## config.mk

```make
export PLATFORM = sky130hd
export DESIGN_NAME = ppu_line_feeder_flat
export DESIGN_NICKNAME = d
export VERILOG_FILES = /design/src/rtl/nes_vid_pkg.sv /design/src/rtl/ppu_line_feeder_if.sv /design/src/rtl/line_bank.sv /design/src/rtl/ppu_line_feeder.sv /design/src/flat_wrapper.sv
export SDC_FILE = /design/constraint.sdc
export NUM_CORES = 2
export LEC_CHECK = 0
export CAP_MARGIN = 0
export CORE_AREA = 2 2 470 472
export DETAILED_ROUTE_END_ITERATION = 10
export DIE_AREA = 0 0 472 474
export PLACE_DENSITY = 0.75
export SETUP_SLACK_MARGIN = 0.3
export SYNTH_ARGS = -nofsm -noshare
export SYNTH_HDL_FRONTEND = slang
export SYNTH_SLANG_ARGS = --single-unit
```

## constraint.sdc

```tcl
create_clock -name clk -period 2.9 [get_ports clk]
set_clock_uncertainty 0.1 [all_clocks]
set_input_delay 0.29 -clock clk [delete_from_list [all_inputs] [get_ports clk]]
set_output_delay 0.29 -clock clk [all_outputs]
set_load 0.02 [all_outputs]
```

## src/rtl/nes_vid_pkg.sv

```systemverilog
// Shared types and constants for the NES video path: line geometry and the
// bank / read-side state encodings used by the PPU line feeder.
package nes_vid_pkg;

  localparam int NES_LINE_W = 256;
  localparam int NES_PIX_W  = 6;

  typedef enum logic [2:0] {
    EMPTY,
    FILLING,
    FULL,
    ARMED,
    DRAINING
  } bank_state_e;

  typedef enum logic [1:0] {
    RD_IDLE,
    RD_ARMED,
    RD_STREAM
  } rd_state_e;

  // A bank holds a complete line that nobody has started reading yet.
  function automatic logic holds_line(bank_state_e s);
    return s inside {FULL, ARMED};
  endfunction

endpackage

```

## src/rtl/ppu_line_feeder_if.sv

```systemverilog
// PPU-side write signals and VGA-side read signals of the line feeder.
// master drives pixels and read bursts; slave is the feeder itself.
interface ppu_line_feeder_if
  import nes_vid_pkg::*;
#(
  parameter int PIX_W = NES_PIX_W
);

  logic [PIX_W-1:0] pix_in;
  logic             pix_valid;
  logic             pix_sol;
  logic             pix_sof;
  logic             wr_ready;
  logic             reading;
  logic [PIX_W-1:0] c_dat;
  logic             line_ready;
  logic             overrun;
  logic             underrun;

  modport master (
    output pix_in, pix_valid, pix_sol, pix_sof, reading,
    input  wr_ready, c_dat, line_ready, overrun, underrun
  );

  modport slave (
    input  pix_in, pix_valid, pix_sol, pix_sof, reading,
    output wr_ready, c_dat, line_ready, overrun, underrun
  );

endinterface

```

## src/rtl/line_bank.sv

```systemverilog
// One scanline of palette codes: synchronous write port, asynchronous read
// port so the read side can register the next pixel in the same cycle.
module line_bank #(
  parameter int DEPTH = 256,
  parameter int W     = 6
) (
  input  logic                     clk,
  input  logic                     we,
  input  logic [$clog2(DEPTH)-1:0] waddr,
  input  logic [W-1:0]             wdata,
  input  logic [$clog2(DEPTH)-1:0] raddr,
  output logic [W-1:0]             rdata
);

  logic [W-1:0] mem [DEPTH];

  // NOTE: storage is deliberately not reset; bank state, not contents, says what is valid.
  always_ff @(posedge clk) begin
    if (we) mem[waddr] <= wdata;
  end

  assign rdata = mem[raddr];

endmodule

```

## src/rtl/ppu_line_feeder.sv

```systemverilog
// Ping-pong scanline buffer: PPU pixels fill one bank while the VGA stage
// streams the other with zero latency relative to its reading strobe.
module ppu_line_feeder
  import nes_vid_pkg::*;
#(
  parameter int LINE_W = NES_LINE_W,
  parameter int PIX_W  = NES_PIX_W
) (
  input logic              clk,
  input logic              reset,
  ppu_line_feeder_if.slave bus
);

  localparam int             X_W    = $clog2(LINE_W);
  localparam logic [X_W-1:0] X_LAST = X_W'(LINE_W - 1);

  bank_state_e      bank_st [2];
  logic             wr_bank;
  logic             rd_bank;
  logic [X_W-1:0]   wr_x;
  logic [X_W-1:0]   rd_x;
  rd_state_e        rd_state;
  logic             reading_q;
  logic [PIX_W-1:0] c_dat_q;
  logic             line_ready_q;
  logic             overrun_q;
  logic             underrun_q;

  logic [PIX_W-1:0] bank_rdata [2];
  logic [PIX_W-1:0] rd_pix;
  logic [X_W-1:0]   wr_addr;
  logic [X_W-1:0]   rd_addr;
  logic             wr_ready;
  logic             wr_en;
  logic             sol_acc;
  logic             sof_acc;
  logic             line_done;
  logic             short_line;
  logic             rd_arm;
  logic             rd_start;
  logic             rd_release;
  logic             rd_drop;

  // NOTE: every signal here is assigned on every pass, so no latches are inferred.
  always_comb begin
    wr_ready   = bank_st[wr_bank] inside {EMPTY, FILLING};
    wr_en      = bus.pix_valid && wr_ready;
    sol_acc    = wr_en && (bus.pix_sol || bus.pix_sof);
    sof_acc    = wr_en && bus.pix_sof;
    wr_addr    = sol_acc ? '0 : wr_x;
    line_done  = wr_en && (wr_addr == X_LAST);
    short_line = sol_acc && (bank_st[wr_bank] == FILLING) && (wr_x != '0);
    // Arming needs reading low, so a line finishing mid-burst waits for the next burst.
    rd_arm     = (rd_state == RD_IDLE) && !bus.reading &&
                 (bank_st[rd_bank] == FULL) && !sof_acc;
    rd_start   = (rd_state == RD_ARMED) && bus.reading;
    rd_drop    = (rd_state == RD_ARMED) && !bus.reading && sof_acc;
    rd_release = (rd_state == RD_STREAM) && (!bus.reading || rd_x == X_LAST);
    rd_addr    = (rd_state == RD_IDLE) ? '0 : rd_x + X_W'(1);
  end

  for (genvar b = 0; b < 2; b++) begin : g_bank
    line_bank #(.DEPTH(LINE_W), .W(PIX_W)) u_bank (
      .clk  (clk),
      .we   (wr_en && (wr_bank == 1'(b))),
      .waddr(wr_addr),
      .wdata(bus.pix_in),
      .raddr(rd_addr),
      .rdata(bank_rdata[b])
    );
  end

  assign rd_pix = bank_rdata[rd_bank];

  // NOTE: all state below uses non-blocking assignments so every read sees pre-edge values.
  always_ff @(posedge clk) begin
    if (reset) begin
      for (int b = 0; b < 2; b++) bank_st[b] <= EMPTY;
      wr_bank      <= 1'b0;
      rd_bank      <= 1'b0;
      wr_x         <= '0;
      rd_x         <= '0;
      rd_state     <= RD_IDLE;
      reading_q    <= 1'b0;
      c_dat_q      <= '0;
      line_ready_q <= 1'b0;
      overrun_q    <= 1'b0;
      underrun_q   <= 1'b0;
    end else begin
      reading_q    <= bus.reading;
      overrun_q    <= (bus.pix_valid && !wr_ready) || short_line;
      underrun_q   <= (rd_state == RD_IDLE) && bus.reading && !reading_q;
      line_ready_q <= holds_line(bank_st[0]) || holds_line(bank_st[1]);

      // Write and read never act on the same bank, so at most one branch applies per bank.
      for (int b = 0; b < 2; b++) begin
        if (wr_en && wr_bank == 1'(b))
          bank_st[b] <= line_done ? FULL : FILLING;
        else if (rd_release && rd_bank == 1'(b))
          bank_st[b] <= EMPTY;
        else if (rd_start && rd_bank == 1'(b))
          bank_st[b] <= DRAINING;
        else if (rd_arm && rd_bank == 1'(b))
          bank_st[b] <= ARMED;
        else if (sof_acc && holds_line(bank_st[b]))
          bank_st[b] <= EMPTY;
      end

      if (wr_en) begin
        wr_x <= line_done ? '0 : wr_addr + X_W'(1);
        if (line_done) wr_bank <= !wr_bank;
      end

      // A live drain keeps its bank; the reader reaches wr_bank when that drain ends.
      if (rd_release)
        rd_bank <= !rd_bank;
      else if (sof_acc && !rd_start && rd_state != RD_STREAM)
        rd_bank <= wr_bank;

      unique case (rd_state)
        RD_IDLE: begin
          if (rd_arm) begin
            rd_state <= RD_ARMED;
            rd_x     <= '0;
            c_dat_q  <= rd_pix;
          end else begin
            c_dat_q  <= '0;
          end
        end
        RD_ARMED: begin
          if (rd_start) begin
            rd_state <= RD_STREAM;
            rd_x     <= rd_x + X_W'(1);
            c_dat_q  <= rd_pix;
          end else if (rd_drop) begin
            rd_state <= RD_IDLE;
            c_dat_q  <= '0;
          end
        end
        RD_STREAM: begin
          if (rd_release) begin
            rd_state <= RD_IDLE;
            c_dat_q  <= '0;
          end else begin
            rd_x     <= rd_x + X_W'(1);
            c_dat_q  <= rd_pix;
          end
        end
        default: rd_state <= RD_IDLE;
      endcase
    end
  end

  assign bus.wr_ready   = wr_ready;
  assign bus.c_dat      = c_dat_q;
  assign bus.line_ready = line_ready_q;
  assign bus.overrun    = overrun_q;
  assign bus.underrun   = underrun_q;

endmodule

```

## src/flat_wrapper.sv

```systemverilog
// flat-port wrapper written by rule: the top's interface ports become plain ports
module ppu_line_feeder_flat import nes_vid_pkg::*;
#(
  parameter int LINE_W = NES_LINE_W,
  parameter int PIX_W  = NES_PIX_W
)
  (clk, reset, bus_pix_in, bus_pix_valid, bus_pix_sol, bus_pix_sof, bus_reading, bus_wr_ready, bus_c_dat, bus_line_ready, bus_overrun, bus_underrun);
  ppu_line_feeder_if #(.PIX_W(PIX_W)) bus_i ();
  input logic clk;
  input logic reset;
  input wire logic [$bits(bus_i.pix_in)-1:0] bus_pix_in;
  input wire logic [$bits(bus_i.pix_valid)-1:0] bus_pix_valid;
  input wire logic [$bits(bus_i.pix_sol)-1:0] bus_pix_sol;
  input wire logic [$bits(bus_i.pix_sof)-1:0] bus_pix_sof;
  input wire logic [$bits(bus_i.reading)-1:0] bus_reading;
  output wire logic [$bits(bus_i.wr_ready)-1:0] bus_wr_ready;
  output wire logic [$bits(bus_i.c_dat)-1:0] bus_c_dat;
  output wire logic [$bits(bus_i.line_ready)-1:0] bus_line_ready;
  output wire logic [$bits(bus_i.overrun)-1:0] bus_overrun;
  output wire logic [$bits(bus_i.underrun)-1:0] bus_underrun;
  assign bus_i.pix_in = bus_pix_in;
  assign bus_i.pix_valid = bus_pix_valid;
  assign bus_i.pix_sol = bus_pix_sol;
  assign bus_i.pix_sof = bus_pix_sof;
  assign bus_i.reading = bus_reading;
  assign bus_wr_ready = bus_i.wr_ready;
  assign bus_c_dat = bus_i.c_dat;
  assign bus_line_ready = bus_i.line_ready;
  assign bus_overrun = bus_i.overrun;
  assign bus_underrun = bus_i.underrun;
  ppu_line_feeder #(.LINE_W(LINE_W), .PIX_W(PIX_W)) u_core (.clk(clk), .reset(reset), .bus(bus_i));
endmodule
```

* Yosys cells after proc, flatten, opt, wreduce, memory -nomap -nowiden *
Memory sizes are Yosys's and may differ from the RTL's. A register that Yosys moved wholly into a read port is not among the register bits.
Cells that the tools add are included.

word-level totals
  flip-flop bits (word level) = 30
  latch bits = 0
  bits in writable memories = 3078
  ROM bits = 0
  bits of input ports = 12
  word-level logic and storage cells = 187
  memories = 3

memory list
  name                         depth  bits a word  read ports  clocked after Yosys merged registers in  write ports  line                   text
  u_core.g_bank[0].u_bank.mem  256    6            1           0                                        1            line_bank.sv:15        logic [W-1:0] mem [DEPTH];
  u_core.g_bank[1].u_bank.mem  256    6            1           0                                        1            line_bank.sv:15
  u_core.bank_st               2      3            4           2                                        2            ppu_line_feeder.sv:17  bank_state_e bank_st [2];

cells by class
  $add $sub $neg = 2
  multipliers = 0
  div/mod/pow operators = 0
  order comparisons = 1
  equal/unequal tests = 16
  shift operators = 0
  multiplexer cells = 91
  bitwise logic cells = 13
  reductions and logical operators = 51

operators with widths
  cell                                                                     count
  1-bit two-way mux                                                        60
  8-bit two-way mux                                                        6
  6-bit two-way mux                                                        7
  3-bit two-way mux                                                        10
  1-bit logical AND                                                        28
  8-bit case mux with 3 select lines                                       1
  6-bit case mux with 3 select lines                                       1
  8-bit by 1-bit adder with 8-bit output, second input constant            2
  8-bit == test, second input constant                                     2
  3-bit by 2-bit == test with 1-bit output, second input constant          5
  2-bit two-way mux                                                        5
  1-bit OR                                                                 10
  2-bit nonzero test                                                       4
  8-bit nonzero test                                                       1
  1-bit zero test                                                          7
  2-bit by 1-bit inequality test with 1-bit output, second input constant  3
  2-bit case mux with 3 select lines                                       1
  1-bit logical OR                                                         4
  2-bit inequality test, second input constant                             2
  2-bit AND reduction                                                      2
  4-bit AND reduction                                                      1
  3-bit by 1-bit == test with 1-bit output, second input constant          1
  3-bit zero test                                                          1
  3-bit by 1-bit inequality test with 1-bit output, second input constant  1
  8 further kinds                                                          9

* Depth between registers and ports, before layout *
  depth after elaboration = 15
  depth in mapped cells = 17
  gate-level depth less buffers = 11

* Cells and area by module *
From an unflattened synthesis, not the netlist that was laid out.

second synthesis, totals
  cells, all modules = 6204
  area total of the unflattened synthesis = 122264.8 um^2

modules (own cells, without submodules)
  module           times used  cells an instance  area an instance (um^2)  sequential area each (um^2)
  line_bank        2           2958               59953.8                  46124.2
  ppu_line_feeder  1           288                2357.3                   820.8

* Worst setup path before layout *
No wires, ideal clock.

  kind = flip-flop to flip-flop
  from = memory u_core.bank_st[1][1] (netlist name)
  to = memory u_core.g_bank[0].u_bank.mem[176][0], enable pin
  library setup time = 0.350 ns
  arrival = 2.681 ns
  data required time = 2.450 ns
  slack = -0.231 ns
  cell stages (with the launch flop) = 10
  path buffers = 3
  clock period less this slack = 3.131 ns
  path through = edfxtp_1 nor3b_1 or2_2 clkbuf_1 nand2_1 nor2_1 clkbuf_1 nand3_1 clkbuf_1 nor2_1

RTL lines
  what             line
  start, declared  ppu_line_feeder.sv:17
  end, declared    line_bank.sv:15

* Final worst setup path *
  from = register u_core.rd_x[0]
  to = register u_core.c_dat_q[5] (netlist: u_core.bus.c_dat[5])

between the ends
  longest elaborated chain between the ends = 8
  elaborated cells between the ends (all ways) = 14
  classes of those cells = 1 x add/sub; 1 x eq/ne; 8 x mux; 2 x reduce/logical; 2 x memory

RTL lines
  what                                                  line                                                                    text
  start, declared                                       ppu_line_feeder.sv:21                                                   logic [X_W-1:0] rd_x;
  start signal, assigned                                ppu_line_feeder.sv:133                                                  rd_x <= rd_x + X_W'(1);
  start signal, assigned                                ppu_line_feeder.sv:145                                                  rd_x <= rd_x + X_W'(1);
  8-bit by 1-bit adder with 8-bit output                ppu_line_feeder.sv:59                                                   rd_addr = (rd_state == RD_IDLE) ? '0 : rd_x + X_W'(1);
  8-bit two-way mux                                     ppu_line_feeder.sv:59
  memory 256 x 6 bit                                    --
  6-bit two-way mux (implied by the code) (3 in a row)  ppu_line_feeder.sv:73                                                   assign rd_pix = bank_rdata[rd_bank];
  6-bit two-way mux, on equally long branches           ppu_line_feeder.sv:141, ppu_line_feeder.sv:122, ppu_line_feeder.sv:131
  6-bit case mux with 3 select lines *                  ppu_line_feeder.sv:120                                                  unique case (rd_state)
  end signal, assigned                                  ppu_line_feeder.sv:125                                                  c_dat_q <= rd_pix;
  end signal, assigned                                  ppu_line_feeder.sv:134                                                  c_dat_q <= rd_pix;
  end signal, assigned                                  ppu_line_feeder.sv:146                                                  c_dat_q <= rd_pix;
  end, declared                                         ppu_line_feeder.sv:24                                                   logic [PIX_W-1:0] c_dat_q;

Mark *: on every way between the ends. The rest lies on a longest branch, timed or not. The select of a mux whose other input is x is not followed.
A chain may end at the register's enable or synchronous reset.

==> flow_summary.ini <==
[worst_setup_path]
crit_arrival_ns = 4.52
reg2reg_to = u_core.bus.c_dat[5]$_SDFFE_PP0P_
rr_startpoint = u_core.rd_x[0]$_SDFFE_PP0P_
reg2reg_slack_ns = -0.85
crit_path_start_kind = flip-flop
crit_start = u_core.rd_x[0]$_SDFFE_PP0P_
rr_worst_depth = 16
cp-endpoint = u_core.bus.c_dat[5]$_SDFFE_PP0P_
end_kind = flip-flop
crit_path_max_fanout = 7
worstPathRequired_ns = 3.67
critPathKind = flip-flop to flip-flop

[synth]
yosysTopAreaCell = edfxtp_1
synth-edff-count = 3078
ys_types = 94
synth_ff_type = edfxtp_1
netlist_top_cells_count = 3078 x edfxtp_1, 592 x nor2_1, 413 x nand2_1
synthArstFlopShare_pct = 0
synth_most_common_cell = edfxtp_1
ys_seq_area_share_pct = 75.0
syn_inst = 7392
yosysWarnings = 0
synthTopCellsByArea = edfxtp_1 74%, mux4_2 5.7%, a221oi_1 2.2%, nor2_1 1.8%, a211oi_1 1.4%
syn_area_mm2 = 0.124
syn_avg_cell_area_um2 = 16.8
synthDominantCellAreaShare_pct = 74.5
ys_ff_latch = 3110
synth_nets = 7413

[timing]
fmax_mhz = 266
finalSetupViolCount = 1817
finalHoldViolCount = 0
final.setup.tns_ns = -122.84
setup_slack_ns = -0.853
period_minus_slack_ns = 3.75
rsz0062_at_grt = yes
slew_headroom_pct = 36.8
tightest_slew_ns = 0.941
drv_slew = 0
finalCritPeriodShare_pct = 129

[floorplanning]
die_area_mm2 = 0.224
start_util_pct = 56.8
coreArea_mm2 = 0.219
die_h_um = 474
fp-row-count = 172
io_pins = 22
die_x_um = 472

[route]
first_iter_violations = 15200
drc_errors = 4
viasPerCell = 7.09
postRouteAntennaNets = 0
wire_per_inst_um = 34.6
via_count = 84200
routed_wl_mm = 412
drt_pass1_iterations = 11

[power_and_ir_drop]
p_total_uw = 91200
worst_ir_drop_vdd_uv = 642
power_density_mw_per_mm2 = 591
p_leak_uw = 0.0502

[cells_and_area]
multi_input_area_mm2 = 0.0312
regArea_mm2 = 0.0931
drive_gt1_share_pct = 32.7
syn2layout_area_growth_pct = 24.5
nFillCells = 12600
nets = 8782
final_cell_area_mm2 = 0.154

[clocking]
htree_levels = 5
clk_pin_slew_ns = 0.06
insertion_delay_ns = 0.97
root_buffer = clkbuf_16
clock-sinks = 3110
cts_tree = yes
cts_buffer_depth = 4
numCtsBuffers = 322

[global_routing]
grt-ovfl-total = 0
grt_util_all_layers_pct = 35.3
grt_max_degree = 152
antenna_found_initial = 15
grt_pass1_vias = 81200
grt_pass1_wl_mm = 568

[place]
pre_cts_ws_ns = -1.34
gp_congestion = 1.00
hpwl_mm = 253
place_area_mm2 = 0.140
io_buffers = 21

[worst_hold_path]
hp-class = input pin to flip-flop
hp-start = bus_pix_in[4]

[outcome]
violations = DRC, setup timing
status = complete, but fails checks

[run]
cap_violations = 0
cell type report:
cell class,instances,area share [%]
clock inverter,145,0.714
multi-input combinational,3677,20.2
sequential,3110,60.3
tap,2871,2.33
antenna,13,0.0211
clock buffer,411,5.52
inverter,11,0.0364
timing repair buffer,1639,11.0
layout by cell type, fill, tap and decap left out, drive strengths merged, types with 13 or more instances in the layout:
| cell type | synthesis | routed |
|---|---|---|
| a2111oi | 48 | 48 |
| a211o | 21 | 21 |
| a211oi | 230 | 230 |
| a21oi | 234 | 234 |
| a221o | 28 | 28 |
| a221oi | 317 | 317 |
| a22o | 16 | 16 |
| a22oi | 166 | 166 |
| a311oi | 39 | 39 |
| a31oi | 64 | 64 |
| a32oi | 19 | 19 |
| and2 | 34 | 34 |
| and3 | 38 | 38 |
| buf | 419 | 1597 |
| bufinv | 0 | 15 |
| clkbuf | 176 | 429 |
| clkdlybuf4s50 | 0 | 14 |
| clkinv | 1 | 114 |
| dfxtp | 32 | 32 |
| diode | 0 | 13 |
| edfxtp | 3078 | 3078 |
| inv | 10 | 19 |
| mux2 | 33 | 34 |
| mux2i | 92 | 92 |
| mux4 | 314 | 314 |
| nand2 | 414 | 414 |
| nand3 | 192 | 192 |
| nand4 | 31 | 31 |
| nor2 | 597 | 597 |
| nor2b | 100 | 100 |
| nor3 | 133 | 133 |
| nor4 | 22 | 22 |
| o211ai | 27 | 27 |
| o21ai | 126 | 126 |
| o221ai | 84 | 84 |
| o22ai | 64 | 64 |
| o311ai | 21 | 21 |
| o31ai | 16 | 16 |
| or3 | 22 | 22 |
logic make-up (layout without fill, tap and decap cells):
family,after synthesis,in the layout,share of synthesized area [%]
buffers and inverters,606,2206,2.64
multiplexers,439,440,6.75
other,0,13,0
AO/OA/AOI/OAI,1595,1595,9.52
adder cells (fa/ha/maj),9,9,0.0907
flip-flops,3110,3110,75.0
XOR/XNOR,10,10,0.104
AND/OR/NAND/NOR,1623,1623,5.90
worst min path at each step:
| stage | end | slack [ns] | depth (start not counted) |
|---|---|---|---|
| after floorplan | u_core.bus.underrun$_SDFF_PP0_ | 0.27 | 1 |
| after global placement | u_core.bus.underrun$_SDFF_PP0_ | 0.43 | 2 |
| after detailed placement | u_core.bus.underrun$_SDFF_PP0_ | 0.43 | 2 |
| after CTS | u_core.g_bank[0].u_bank.mem[70][4]$_DFFE_PP_ | 0.19 | 2 |
| after global routing | u_core.g_bank[0].u_bank.mem[70][4]$_DFFE_PP_ | 0.23 | 2 |
| final | u_core.g_bank[0].u_bank.mem[70][4]$_DFFE_PP_ | 0.23 | 2 |
registers in the layout, summed over array words and instances, names as in the netlist, named ones only:
signal                    cells
u_core.rd_bank                1
u_core.bus.overrun            1
u_core.g_bank.u_bank.mem   3072
u_core.rd_x                   8
u_core.bus.underrun           1
u_core.bank_st                6
u_core.rd_state               2
u_core.reading_q              1
u_core.wr_x                   8
u_core.bus.c_dat              6
u_core.wr_bank                1
u_core.bus.line_ready         1
power by group:
part / internal [uW] / leakage, uW / switching [uW]
logic: 919 / 0.0175 / 1850
clock network: 22100 / 0.00470 / 17000
registers: 49400 / 0.0279 / 17.6
total: 72400 / 0.0502 / 18900
layer usage:
metal / vias up / global-route usage (%) / share of wire (%)
met5: - / 0 / 0.058
met4: 14 / 22.3 / 7.6
met3: 1688 / 9.45 / 14
met2: 7785 / 53.5 / 45
met1: 41700 / 45.5 / 33
li1: 33000 / - / -
per-stage QoR:
step	hold WS [ns]	util (%)	instances
final	0.233	70.6	11900
after global routing	0.233	70.6	11900
after CTS	0.187	69.5	11800
after detailed placement	0.433	63.9	11100
after global placement	0.432	63.9	11100
after floorplan	0.268	-	7392
critical path: stages (launching register included):
cell and delay (ns):
dfxtp_4 0.36, ha_4 0.16, buf_12 0.14, xnor2_4 0.14
nor2_4 0.25, buf_12 0.22, buf_16 0.21, buf_12 0.13
nand2_1 0.12, a21oi_2 0.15, buf_4 0.13, o311ai_0 0.19
nor3_1 0.26, buf_4 0.16, o32a_1 0.15, nand4_1 0.38
a221oi_2 0.40
repair_timing:
item | 4_1_cts | 5_1_grt
hold buffers | 6 | 0
endpoints found under the hold margin | 1221 | 0
endpoints found under the setup margin | 3108 | 3108
gates resized for setup | 439 | 321
buffers inserted | 63 | 64
gates cloned | 12 | 19
pin swaps | 66 | 89
Power figures use the tool's default switching activity.
